[src/rtl/alu_issue_queue_if.sv]
// Request and result channels of the ALU issue queue.
// Handshake rule for both channels: a transfer happens on a rising clock edge
// where valid and ready are both high; once valid is raised, the payload stays
// stable and valid stays high until that transfer.
interface alu_issue_queue_if #(
   parameter int WIDTH = 32,
   parameter int TAG_W = 4
) ();
   // request channel (dispatch -> queue)
   logic             in_valid;
   logic             in_ready;
   logic [WIDTH-1:0] in_a;
   logic [WIDTH-1:0] in_b;
   logic [2:0]       in_opcode;
   logic [TAG_W-1:0] in_tag;

   // result channel (queue -> writeback)
   logic             out_valid;
   logic             out_ready;
   logic [WIDTH-1:0] out_result;
   logic [TAG_W-1:0] out_tag;
   logic             out_illegal;

   modport master (
      output in_valid, in_a, in_b, in_opcode, in_tag, out_ready,
      input  in_ready, out_valid, out_result, out_tag, out_illegal
   );

   modport slave (
      input  in_valid, in_a, in_b, in_opcode, in_tag, out_ready,
      output in_ready, out_valid, out_result, out_tag, out_illegal
   );
endinterface

[src/rtl/alu_issue_queue.sv]
// In-order request FIFO in front of a combinational ALU, with a registered
// result stage (result, tag, illegal-opcode flag) and a saturating count of
// delivered results.
module alu_issue_queue #(
   parameter int WIDTH = 32,
   parameter int DEPTH = 4,
   parameter int TAG_W = 4
) (
   input  logic              clk,
   input  logic              rst_n,
   alu_issue_queue_if.slave  io,
   output logic [WIDTH-1:0]  alu_a,
   output logic [WIDTH-1:0]  alu_b,
   output logic [2:0]        alu_opcode,
   input  logic [WIDTH-1:0]  alu_result,
   output logic [31:0]       ops_done
);

   localparam int PTR_W = (DEPTH > 1) ? $clog2(DEPTH) : 1;
   localparam int CNT_W = PTR_W + 1;
   localparam logic [CNT_W-1:0] FULL_CNT = CNT_W'(DEPTH);

   localparam logic [2:0] OP_SUB = 3'b001;
   localparam logic [2:0] OP_GT  = 3'b010;

   // FIFO storage and pointers
   logic [WIDTH-1:0] mem_a_q   [DEPTH];
   logic [WIDTH-1:0] mem_a_d   [DEPTH];
   logic [WIDTH-1:0] mem_b_q   [DEPTH];
   logic [WIDTH-1:0] mem_b_d   [DEPTH];
   logic [2:0]       mem_op_q  [DEPTH];
   logic [2:0]       mem_op_d  [DEPTH];
   logic [TAG_W-1:0] mem_tag_q [DEPTH];
   logic [TAG_W-1:0] mem_tag_d [DEPTH];

   logic [PTR_W-1:0] wr_ptr_q, wr_ptr_d;
   logic [PTR_W-1:0] rd_ptr_q, rd_ptr_d;
   logic [CNT_W-1:0] count_q, count_d;

   // result register
   logic             out_valid_q, out_valid_d;
   logic [WIDTH-1:0] out_result_q, out_result_d;
   logic [TAG_W-1:0] out_tag_q, out_tag_d;
   logic             out_illegal_q, out_illegal_d;
   logic [31:0]      ops_done_q, ops_done_d;

   logic             empty;
   logic             in_rdy;
   logic             push;
   logic             cap;
   logic             fire;
   logic [WIDTH-1:0] head_a;
   logic [WIDTH-1:0] head_b;
   logic [2:0]       head_op;
   logic [TAG_W-1:0] head_tag;
   logic             head_illegal;

   // Handshake qualifiers and head-of-queue decode. in_ready depends only on
   // registered occupancy (and reset), never on out_ready.
   always_comb begin
      empty        = (count_q == '0);
      in_rdy       = rst_n && (count_q != FULL_CNT);
      push         = io.in_valid && in_rdy;
      cap          = !empty && (!out_valid_q || io.out_ready);
      fire         = out_valid_q && io.out_ready;
      head_a       = mem_a_q[rd_ptr_q];
      head_b       = mem_b_q[rd_ptr_q];
      head_op      = mem_op_q[rd_ptr_q];
      head_tag     = mem_tag_q[rd_ptr_q];
      head_illegal = (head_op != OP_SUB) && (head_op != OP_GT);
   end

   // Drive the ALU from the head entry; park it at zero when the queue is empty.
   always_comb begin
      alu_a      = '0;
      alu_b      = '0;
      alu_opcode = 3'b000;
      if (!empty) begin
         alu_a      = head_a;
         alu_b      = head_b;
         alu_opcode = head_op;
      end
   end

   // FIFO next state: write at wr_ptr on push, advance rd_ptr on capture.
   always_comb begin
      mem_a_d   = mem_a_q;
      mem_b_d   = mem_b_q;
      mem_op_d  = mem_op_q;
      mem_tag_d = mem_tag_q;
      wr_ptr_d  = wr_ptr_q;
      rd_ptr_d  = rd_ptr_q;
      count_d   = count_q;
      if (push) begin
         mem_a_d[wr_ptr_q]   = io.in_a;
         mem_b_d[wr_ptr_q]   = io.in_b;
         mem_op_d[wr_ptr_q]  = io.in_opcode;
         mem_tag_d[wr_ptr_q] = io.in_tag;
         wr_ptr_d            = wr_ptr_q + 1'b1;
      end
      if (cap) begin
         rd_ptr_d = rd_ptr_q + 1'b1;
      end
      case ({push, cap})
         2'b10:   count_d = count_q + 1'b1;
         2'b01:   count_d = count_q - 1'b1;
         default: count_d = count_q;
      endcase
   end

   // Result register next state and saturating delivered-result counter.
   always_comb begin
      out_valid_d   = out_valid_q;
      out_result_d  = out_result_q;
      out_tag_d     = out_tag_q;
      out_illegal_d = out_illegal_q;
      ops_done_d    = ops_done_q;
      if (cap) begin
         out_valid_d   = 1'b1;
         out_result_d  = alu_result;
         out_tag_d     = head_tag;
         out_illegal_d = head_illegal;
      end else if (fire) begin
         out_valid_d = 1'b0;
      end
      if (fire && (ops_done_q != 32'hFFFF_FFFF)) begin
         ops_done_d = ops_done_q + 32'd1;
      end
   end

   // State registers; reset discards every queued and in-flight request.
   always_ff @(posedge clk or negedge rst_n) begin
      if (!rst_n) begin
         for (int i = 0; i < DEPTH; i++) begin
            mem_a_q[i]   <= '0;
            mem_b_q[i]   <= '0;
            mem_op_q[i]  <= '0;
            mem_tag_q[i] <= '0;
         end
         wr_ptr_q      <= '0;
         rd_ptr_q      <= '0;
         count_q       <= '0;
         out_valid_q   <= 1'b0;
         out_result_q  <= '0;
         out_tag_q     <= '0;
         out_illegal_q <= 1'b0;
         ops_done_q    <= '0;
      end else begin
         mem_a_q       <= mem_a_d;
         mem_b_q       <= mem_b_d;
         mem_op_q      <= mem_op_d;
         mem_tag_q     <= mem_tag_d;
         wr_ptr_q      <= wr_ptr_d;
         rd_ptr_q      <= rd_ptr_d;
         count_q       <= count_d;
         out_valid_q   <= out_valid_d;
         out_result_q  <= out_result_d;
         out_tag_q     <= out_tag_d;
         out_illegal_q <= out_illegal_d;
         ops_done_q    <= ops_done_d;
      end
   end

   assign io.in_ready    = in_rdy;
   assign io.out_valid   = out_valid_q;
   assign io.out_result  = out_result_q;
   assign io.out_tag     = out_tag_q;
   assign io.out_illegal = out_illegal_q;
   assign ops_done       = ops_done_q;

endmodule

[src/flat_wrapper.sv]
// flat-port wrapper written by rule: the top's interface ports become plain ports
module alu_issue_queue_flat 
#(
   parameter int WIDTH = 32,
   parameter int DEPTH = 4,
   parameter int TAG_W = 4
)
  (clk, rst_n, alu_a, alu_b, alu_opcode, alu_result, ops_done, io_in_valid, io_in_a, io_in_b, io_in_opcode, io_in_tag, io_out_ready, io_in_ready, io_out_valid, io_out_result, io_out_tag, io_out_illegal);
  alu_issue_queue_if #(.WIDTH(WIDTH), .TAG_W(TAG_W)) io_i ();
  input  logic clk;
  input  logic rst_n;
  output logic [WIDTH-1:0] alu_a;
  output logic [WIDTH-1:0] alu_b;
  output logic [2:0] alu_opcode;
  input  logic [WIDTH-1:0] alu_result;
  output logic [31:0] ops_done;
  input wire logic [$bits(io_i.in_valid)-1:0] io_in_valid;
  input wire logic [$bits(io_i.in_a)-1:0] io_in_a;
  input wire logic [$bits(io_i.in_b)-1:0] io_in_b;
  input wire logic [$bits(io_i.in_opcode)-1:0] io_in_opcode;
  input wire logic [$bits(io_i.in_tag)-1:0] io_in_tag;
  input wire logic [$bits(io_i.out_ready)-1:0] io_out_ready;
  output wire logic [$bits(io_i.in_ready)-1:0] io_in_ready;
  output wire logic [$bits(io_i.out_valid)-1:0] io_out_valid;
  output wire logic [$bits(io_i.out_result)-1:0] io_out_result;
  output wire logic [$bits(io_i.out_tag)-1:0] io_out_tag;
  output wire logic [$bits(io_i.out_illegal)-1:0] io_out_illegal;
  assign io_i.in_valid = io_in_valid;
  assign io_i.in_a = io_in_a;
  assign io_i.in_b = io_in_b;
  assign io_i.in_opcode = io_in_opcode;
  assign io_i.in_tag = io_in_tag;
  assign io_i.out_ready = io_out_ready;
  assign io_in_ready = io_i.in_ready;
  assign io_out_valid = io_i.out_valid;
  assign io_out_result = io_i.out_result;
  assign io_out_tag = io_i.out_tag;
  assign io_out_illegal = io_i.out_illegal;
  alu_issue_queue #(.WIDTH(WIDTH), .DEPTH(DEPTH), .TAG_W(TAG_W)) u_core (.clk(clk), .rst_n(rst_n), .io(io_i), .alu_a(alu_a), .alu_b(alu_b), .alu_opcode(alu_opcode), .alu_result(alu_result), .ops_done(ops_done));
endmodule
[config.mk]
export PLATFORM = sky130hd
export DESIGN_NAME = alu_issue_queue_flat
export DESIGN_NICKNAME = d
export VERILOG_FILES = /design/src/rtl/alu_issue_queue_if.sv /design/src/rtl/alu_issue_queue.sv /design/src/flat_wrapper.sv
export SDC_FILE = /design/constraint.sdc
export NUM_CORES = 1
export LEC_CHECK = 0
export ABC_CLOCK_PERIOD_IN_PS = 4100
export CELL_PAD_IN_SITES_DETAIL_PLACEMENT = 1
export CELL_PAD_IN_SITES_GLOBAL_PLACEMENT = 1
export CORE_ASPECT_RATIO = 0.6
export CORE_MARGIN = 5
export CORE_UTILIZATION = 57
export DETAILED_ROUTE_END_ITERATION = 16
export DONT_BUFFER_PORTS = 1
export PLACE_DENSITY_LB_ADDON = 0.08
export SYNTH_ARGS = -nofsm -noshare
export SYNTH_HDL_FRONTEND = slang
export SYNTH_SLANG_ARGS = --single-unit
[constraint.sdc]
create_clock -name clk -period 4.1 [get_ports clk]
set_clock_uncertainty 0.1 [all_clocks]
set_input_delay 0.82 -clock clk [delete_from_list [all_inputs] [get_ports clk]]
set_output_delay 0.82 -clock clk [all_outputs]
set_load 0.01 [all_outputs]
==> key figures, run 1 <==
Logic synthesis
  – Seq cells post-synth: roughly 360
  – Most used DFF post-synth: dfrtp_1
  – Yosys cell types: 35
  – Mapped Cells: 1,018
  – Most instantiated library cell after synthesis: dfrtp_1
  – Simple-Gate Fraction of Synth Area: 0.0558
  – Area share of the largest cell type after synthesis: 0.567
  – Adder-cell share of the synthesized area: 0.00597
  – Async SR Flop Fraction: 1.00
  – Mux cell area share after synthesis: 0.328
  – Post-synth top area cell: dfrtp_1
  – YS warnings: 0
  – XOR/XNOR Fraction of Synth Area: 0.0209
  – Synth Area in Compound Gates: 0.00353
  – Mapped Nets: approximately 1.1k
  – Post-synthesis sequential area ratio: 0.567
  – Synth Cell Area: about 0.016 mm²
  – Main combinational cell family by area after synthesis: multiplexers
  – Dominant cells by area after synthesis: dfrtp_1 (57%), mux2_2 (23%), mux4_2 (10%)
  – Synth top cells by count: dfrtp_1 (361), mux2_2 (321), mux4_2 (71)
  – EDFF count, synth: 0
  – Syn avg cell area: between 15 and 20 µm²

Routing
  – Via count: ~8.6k
  – WL/cell: 26.3 µm
  – DRC: 0
  – First-pass detailed-route iteration total: 4
  – DRT antenna net count: 0
  – Vias/cell: a little over 6
  – Final WL: between 30 and 40 mm
  – Drt initial violations: 470

Clock network
  – CTS buffer count: 35
  – Worst-path clk slew: ~60 ps
  – CTS tree: built
  – Skew-Pair Late Insertion Delay: roughly 500 ps
  – Root Buffer: clkbuf_16
  – Post-cts gate resize count: 0
  – CTS H-Tree Depth: 2
  – Post-CTS Setup Bufs: 0
  – Clock buffer depth: 3
  – # clock sinks: between 300 and 400

Worst setup path
  – Startpoint types: register
  – Critical-path cell list: buf_4 > mux4_2 > nor2b_1
  – Crit path max fanout: 22
  – CP max-delay cell: dfrtp_4
  – CP Data Arrival Time: ~2400 ps
  – Reg2reg path depth: 6
  – CP peak stage delay: between 700 and 800 ps
  – WS Path Type: register to primary output
  – Crit path required time: approximately 3200 ps
  – Worst setup EP type: primary output

Timing
  – Finish-stage setup viols: 0
  – Worst rel slew slack: 0.233
  – Worst-Margin Slew: roughly 1200 ps
  – Period utilisation layout: 0.811
  – Pins Over Slew Limit: 0
  – RSZ-0062 raised after global routing: false
  – Final TNS setup: 0 ps
  – Period minus WS final: 3330 ps
  – Final hold slack: -95.3 ps
  – Fmax: approximately 0.30 GHz
  – Fin. Hold Viols: between 70 and 80

Floorplanning
  – Die ar.: ~0.032 mm²
  – Starting Density: 0.578
  – Core area: around 0.028 mm²
  – # IOs: 245
  – Die height: 140 µm
  – Die Wd: approximately 230 µm
  – Row cnt: 47

Layout
  – Fin util: 0.631
  – Multi-input combinational cell area: roughly 0.0066 mm²
  – Diode count: 0
  – # nets final: between 1k and 1.5k
  – Reg area: between 0.009 and 0.01 mm²
  – Area grow syn2layout: 9.28%
  – Fraction of layout cells with a size suffix above 1: 0.455
  – Fillers: ~2.4k

Power
  – Pwr Density: ~840 mW/mm²
  – Leakage Power: roughly 7.5 nW
  – Max VDD drop: between 400 and 500 µV

Global routing
  – Vias in the first global route: 10.1k
  – Initial antenna violation count: 1
  – Largest net degree at the start of global routing: ~360
  – Overflow after GRT: 0
  – GRT Resource Usage Total: 0.237
  – First-pass GRT wire length: 59.0 mm

Place
  – Routability congestion estimate: 0.780
  – Post-DP HPWL: between 20 and 25 mm
  – Number of I/O port buffers: 0

Job
  – MaxCap Viol Count: 0

Outcome
  – Failing checks: negative hold slack
  – Status: finished with violations

Hold path
  – Worst min path class: input port to asynchronous set/reset pin
flip-flops by register name, summed over array words and instances (netlist names), 3 cells and up:
signal                cells
u_core.count_q            3
u_core.ops_done          32
u_core.mem_b_q          128
u_core.mem_tag_q         16
u_core.io.out_result     32
u_core.mem_a_q          128
u_core.io.out_tag         4
u_core.mem_op_q          12
critical path: cells and delay by family, from the launching register on:
| family | cells | cell delay, ps |
|---|---|---|
| multiplexers | 1 | 580 |
| buffers and inverters | 1 | 380 |
| flip-flops | 1 | 730 |
| AND/OR/NAND/NOR | 1 | 190 |
kinds of logic after synthesis:
family                   count (synthesis)
multiplexers                           393
flip-flops                             361
AND/OR/NAND/NOR                        143
buffers and inverters                   68
XOR/XNOR                                38
AO/OA/AOI/OAI                            8
adder cells (fa/ha/maj)                  7
layer usage:
metal / vias up / track usage / wire [µm]
li1: 3667 / - / -
met1: 4724 / 0.313 / 15300
met2: 193 / 0.396 / 18300
met3: 56 / 0.0695 / 2480
met4: 2 / 0.0535 / 648
met5: - / 0.00461 / 13
per-stage QoR:
step / setup slack [ps] / cells / instance area (µm²) / total power [mW]
after floorplan: 1430 / 1018 / 15900 / 10.2
after global placement: 966 / 1337 / 16300 / 11.2
after detailed placement: 958 / 1337 / 16300 / 11.7
after CTS: 689 / 1398 / 17400 / 14.9
after global routing: 625 / 1398 / 17400 / 15.5
final: 774 / 1398 / 17400 / 14.7
where the power goes:
group	switching (mW)	internal [mW]	total (mW)
Combinational	2.20	2.94	5.14
Sequential	1.19	5.20	6.39
Clock	1.33	1.85	3.18
Total	4.72	9.99	14.7
placed cells by master (no fill, tap or decap), types with 3 or more instances in the layout:
cell | synthesis | final
mux2_2 | 321 | 321
inv_1 | 10 | 10
ha_1 | 6 | 6
dfrtp_1 | 361 | 359
mux4_2 | 71 | 71
buf_4 | 0 | 7
xnor2_1 | 29 | 29
nand2_1 | 14 | 14
and3_1 | 8 | 8
buf_12 | 0 | 3
nor2b_1 | 68 | 68
and2_1 | 3 | 3
xor2_1 | 9 | 9
nor2_1 | 6 | 6
nand4_1 | 12 | 12
nand2_4 | 0 | 4
clkbuf_16 | 0 | 37
clkbuf_1 | 21 | 12
clkbuf_8 | 0 | 11
nand3_1 | 13 | 13
area by class of cell:
class                   count  share of cell area
inverters                  10             0.00216
repair buffers             10             0.00647
well taps                 367              0.0264
clock buffers              60              0.0645
clock inverters             1            0.000287
multi-input cells         589               0.381
flip-flops and latches    361               0.519
path summary, 6_finish.rpt:
kind,endpoint,from,slack (ps)
min,u_core.mem_tag_q[13],rst_n,-100
min in group clk,u_core.io.out_valid,io_out_ready,300
max reg2reg,u_core.mem_b_q[87],u_core.count_q[0],1290
max in group asynchronous,u_core.ops_done[24],rst_n,3080
min reg2reg,u_core.mem_tag_q[5],u_core.mem_tag_q[5],400
max,alu_b[27],u_core.rd_ptr_q[0],770
No activity file was read; power rests on OpenSTA's default activity.
==> run 2, diff against run 1 <==
Settings changed: ABC_CLOCK_PERIOD_IN_PS 4100 to 3500, CORE_UTILIZATION 57 to 53.
Clock period 4.1 ns to 3.5 ns, I/O delays scaled along.
==> run 2 against run 1 <==
The run still ends with negative hold slack left. Critical endpoint is now alu_b[21]. Total power is 19% higher. Core utilization is 3.7 points lower. Largest cell class unchanged. Combinational power is 17% higher. Cell area is 1.7% higher. Clock power is 27% higher. Setup slack worse by 400 ps. Global-route usage is 2.0 points lower. Register-to-register slack worse by 110 ps. Sequential power is 16% higher. First-iteration DRC count is 7.4% higher. Highest routed layer is now met4. Hold slack worse by 130 ps. Clock-buffer cell count is 7 lower.
==> key figures, run 2 (synthesized netlist as in run 1, its figures left out) <==
Routing
  – Via count: about 8.5k
  – WL/cell: between 20 and 25 µm
  – DRT antenna net count: 0
  – Final WL: 36.2 mm
  – First-pass detailed-route iteration total: 4
  – Vias/cell: 5.88
  – DRC: 0
  – Drt initial violations: ~510

Layout
  – Area grow syn2layout: 11.2%
  – # nets final: ~1.1k
  – Biggest registers after layout: u_core.mem_a_q (128), u_core.mem_b_q (128)
  – Most frequent cells in the layout: dfrtp_1 (359), mux2_2 (321), mux4_2 (71)
  – Fraction of layout cells with a size suffix above 1: 0.466
  – Diode count: 0
  – Commonest non-fill, non-tap cell in the layout: dfrtp_1
  – Fin util: 0.594

Place
  – Routability congestion estimate: 0.760
  – Post-DP HPWL: between 20 and 25 mm
  – Number of I/O port buffers: 0

Global routing
  – Overflow after GRT: 0
  – GRT Resource Usage Total: 0.217
  – First-pass GRT wire length: about 57 mm
  – Vias in the first global route: around 9.4k
  – Largest net degree at the start of global routing: approximately 360
  – Initial antenna violation count: 1

Floorplanning
  – Die ar.: 0.0337 mm²
  – Core area: around 0.03 mm²
  – Die Wd: about 230 µm
  – Die height: between 100 and 150 µm
  – Row cnt: 49
  – Starting Density: 0.535
  – # IOs: 245

Outcome
  – Failing checks: negative hold slack
  – Status: finished with violations

Timing
  – Fin. Hold Viols: 361
  – Final TNS setup: 0 ps
  – Period minus WS final: 3120 ps
  – Worst-Margin Slew: 746 ps
  – Period utilisation layout: 0.892
  – Worst rel slew slack: 0.503
  – Fmax: 0.320 GHz
  – Finish-stage setup viols: 0
  – Final hold slack: -227 ps
  – RSZ-0062 raised after global routing: false
  – Pins Over Slew Limit: 0

Clock network
  – Post-cts gate resize count: 0
  – Clock buffer depth: 3
  – Worst-path clk slew: roughly 70 ps
  – Post-CTS Setup Bufs: 0
  – CTS H-Tree Depth: 2
  – CTS buffer count: 35
  – # clock sinks: 361
  – Skew-Pair Late Insertion Delay: roughly 530 ps
  – Root Buffer: clkbuf_16
  – CTS tree: built

Worst setup path
  – RR Endpoint: u_core.mem_a_q[58]
  – CP max-delay cell: dfrtp_4
  – Reg2reg setup slack: 1180 ps
  – Reg2reg path depth: 7
  – WS Path Type: register to primary output
  – Critical-path cell list: buf_12 > mux4_2 > nor2b_1
  – Worst setup EP type: primary output
  – Crit path max fanout: 35
  – CP Data Arrival Time: approximately 2300 ps
  – CP peak stage delay: 640 ps
  – R2R Path Start: u_core.count_q[0]
  – Crit path required time: between 2000 and 3000 ps
  – Startpoint types: register

Power
  – Power, Total: between 15 and 20 mW
  – Pwr Density: about 990 mW/mm²
  – Max VDD drop: 689 µV
  – Leakage Power: 7.67 nW

Job
  – MaxCap Viol Count: 0

Hold path
  – Worst min path class: input port to asynchronous set/reset pin
[run 2: layer usage]
metal	vias up	wire [µm]	track usage
met5	-	0	0
met4	0	643	0.0497
met3	50	1980	0.0475
met2	172	16600	0.337
met1	4624	16900	0.320
li1	3688	-	-
[run 2: where the power goes]
part | internal (mW) | switching (mW) | total (mW) | leakage [nW]
clock network | 2.42 | 1.61 | 4.03 | 0.609
logic | 3.50 | 2.53 | 6.02 | 2.68
registers | 6.10 | 1.33 | 7.43 | 4.38
[run 2: how the worst max path moves through the flow]
stage / startpoint / to / depth (start not counted)
after floorplan: io_out_ready / u_core.count_q[2] / 9
after global placement: u_core.rd_ptr_q[0] / alu_a[12] / 3
after detailed placement: rst_n / u_core.count_q[2] / 11
after CTS: u_core.rd_ptr_q[0] / alu_b[21] / 3
after global routing: u_core.rd_ptr_q[0] / alu_b[21] / 3
final: u_core.rd_ptr_q[0] / alu_b[21] / 3
[run 2: through the flow]
stage                     std cells  setup slack [ps]  cell area (µm²)  hold WS [ps]
final                          1451               377            17700          -227
after global routing           1451               260            17700          -260
after CTS                      1451               310            17700          -257
after detailed placement       1388               895            16500           310
after global placement         1388               935            16500           311
after floorplan                1018               952            15900           304
[run 2: critical path, delay by kind of cell (launching register included)]
kind | cells | cell delay (ps)
mux | 1 | 580
simple gates | 1 | 190
buf+inv | 1 | 330
flops | 1 | 640
[run 2: cell type report]
type,count,area [µm²]
Fill cell,2738,12100
Tap cell,408,510
Multi-Input combinational cell,589,6630
Inverter,10,37.5
Sequential cell,361,9040
Clock inverter,10,150
Timing Repair Buffer,20,263
Clock buffer,53,1080
==> run 3, diff against run 2 <==
Settings changed: ABC_CLOCK_PERIOD_IN_PS 3500 to 3100, SKIP_LAST_GASP set to 1.
Clock period 3.5 ns to 3.1 ns, I/O delays scaled along.
==> run 3 against run 2 <==
The flow still finishes with violations (negative hold slack). Largest power group unchanged. Global-route usage decreased by 0.51 points. Clock-buffer cell count grew 5. Register-to-register slack got worse by 450 ps. Non-clock buffer count grew 10. Wire length down 1.3%. Combinational power is 16% higher. Sequential power grew 12%. Critical endpoint unchanged. Via count grew 0.47%.
==> key figures, run 3 (synthesized netlist as in run 1, its figures left out) <==
Layout
  – Area grow syn2layout: 11.9%
  – Biggest registers after layout: u_core.mem_a_q (128), u_core.mem_b_q (128)
  – # nets final: ~1.1k
  – Fraction of layout cells with a size suffix above 1: 0.473
  – Diode count: 0
  – Most frequent cells in the layout: dfrtp_1 (359), mux2_2 (321), mux4_2 (71)
  – Fillers: 2,692
  – Multi-input combinational cell area: ~0.0066 mm²
  – Fin cells: around 1.5k
  – Commonest non-fill, non-tap cell in the layout: dfrtp_1
  – Reg area: between 0.009 and 0.01 mm²

Place
  – Routability congestion estimate: around 0.73
  – Number of I/O port buffers: 0
  – Post-DP HPWL: 22.6 mm
  – Placed Instances: roughly 1.4k

Timing
  – Final TNS setup: 0 ps
  – RSZ-0062 raised after global routing: false
  – Finish-stage setup viols: 0
  – Fin. Hold Viols: around 360
  – Period minus WS final: 2870 ps
  – Pins Over Slew Limit: 0
  – Worst rel slew slack: 0.626
  – Worst-Margin Slew: between 500 and 600 ps
  – Final hold slack: -307 ps
  – Period utilisation layout: 0.926
  – Fmax: 0.348 GHz

Global routing
  – First-pass GRT wire length: roughly 56 mm
  – Largest net degree at the start of global routing: about 360
  – Initial antenna violation count: 1
  – GRT Resource Usage Total: 0.212
  – Overflow after GRT: 0
  – Vias in the first global route: roughly 9.3k

Outcome
  – Status: finished with violations
  – Failing checks: negative hold slack

Routing
  – Drt initial violations: 516
  – Vias/cell: around 5.9
  – Via count: ~8.6k
  – First-pass detailed-route iteration total: 6
  – DRT antenna net count: 0
  – DRC: 0
  – WL/cell: between 20 and 25 µm
  – Final WL: ~36 mm

Clock network
  – # clock sinks: approximately 360
  – Skew-Pair Late Insertion Delay: about 530 ps
  – CTS tree: built
  – Worst-path clk slew: 60 ps
  – CTS buffer count: 36
  – Post-cts gate resize count: 0
  – Root Buffer: clkbuf_16
  – CTS H-Tree Depth: 2
  – Clock buffer depth: 3

Power
  – Pwr Density: between 1000 and 1500 mW/mm²
  – Max VDD drop: ~550 µV
  – Leakage Power: slightly below 8 nW

Hold path
  – Worst min path class: input port to asynchronous set/reset pin

Worst setup path
  – CP peak stage delay: roughly 600 ps
  – CP max-delay cell: dfrtp_4
  – WS Path Type: register to primary output
  – CP Data Arrival Time: 2150 ps
  – Worst setup EP type: primary output
  – Reg2reg setup slack: approximately 730 ps
  – Worst Setup EP: alu_b[21]
  – Crit path required time: roughly 2400 ps
  – R2R Path Start: u_core.count_q[0]
  – Startpoint types: register
  – Reg2reg path depth: 10
  – RR Endpoint: u_core.count_q[2]
  – CP startpoint: u_core.rd_ptr_q[0]
  – Critical-path cell list: buf_12 > mux4_2 > nor2b_1
  – Crit path max fanout: 17

Floorplanning
  – Die Wd: ~230 µm
  – Core area: approximately 0.030 mm²
  – Starting Density: 0.535
  – Die height: 144 µm
  – Row cnt: 49
  – # IOs: ~250
  – Die ar.: roughly 0.034 mm²

Job
  – MaxCap Viol Count: 0
## run 3: changes by cell type in the layout (fill, tap and decap cells not counted), sizes merged
cell	change
clkinv	-3
inv	+2
clkbuf	+5
bufinv	-2
clkinvlp	+1
buf	+10
## run 3: final cells by class
type,instances,share of cell area
multi-input combinational,589,0.372
clock inverter,8,0.00561
timing repair buffer,30,0.0204
inverter,10,0.00211
clock buffer,58,0.0642
sequential,361,0.507
tap,408,0.0286
## run 3: worst min path at each step
stage | cells past startpoint | slack (ps) | end | from
2_1_floorplan | 0 | 220 | u_core.count_q[0] | rst_n
3_3_place_gp | 0 | 230 | u_core.mem_tag_q[9] | rst_n
3_5_place_dp | 0 | 230 | u_core.io.out_tag[1] | rst_n
4_1_cts | 0 | -340 | u_core.io.out_tag[1] | rst_n
5_1_grt | 0 | -340 | u_core.io.out_tag[1] | rst_n
6_report | 0 | -310 | u_core.io.out_tag[1] | rst_n
## run 3: power by group
group | total (mW) | leakage, nW | switching [mW] | internal (mW)
logic | 6.97 | 2.74 | 2.91 | 4.07
clock network | 4.53 | 0.614 | 1.82 | 2.70
registers | 8.32 | 4.38 | 1.44 | 6.89
## run 3: critical path: cells and delay by family, from the launching register on
family	cells	cell delay (ps)
flip-flops	1	600
AND/OR/NAND/NOR	1	190
buffers and inverters	1	240
multiplexers	1	570
## run 3: metal layers
metal / up-vias / part of all wire / track usage
met3: 33 / 0.062 / 0.0555
li1: 3733 / - / -
met1: 4643 / 0.45 / 0.306
met5: - / 0 / 0
met2: 165 / 0.48 / 0.335
met4: 0 / 0.012 / 0.0386
## run 3: stage by stage
step / worst slack (ps) / cell area, µm² / power, mW / utilization / hold WS (ps)
finish: 229 / 17800 / 19.8 / 0.598 / -307
global route: 136 / 17800 / 21.0 / 0.598 / -343
CTS: 29.4 / 17700 / 20.0 / 0.595 / -335
detailed placement: 485 / 16500 / 15.3 / 0.553 / 231
global placement: 576 / 16500 / 15.0 / 0.553 / 233
floorplan: 632 / 15900 / 13.5 / - / 224
## run 3: what timing repair did
action | in CTS | in global routing
endpoints found under the hold margin | 361 | 361
endpoints found under the setup margin | 0 | 3
buffers inserted | 0 | 11
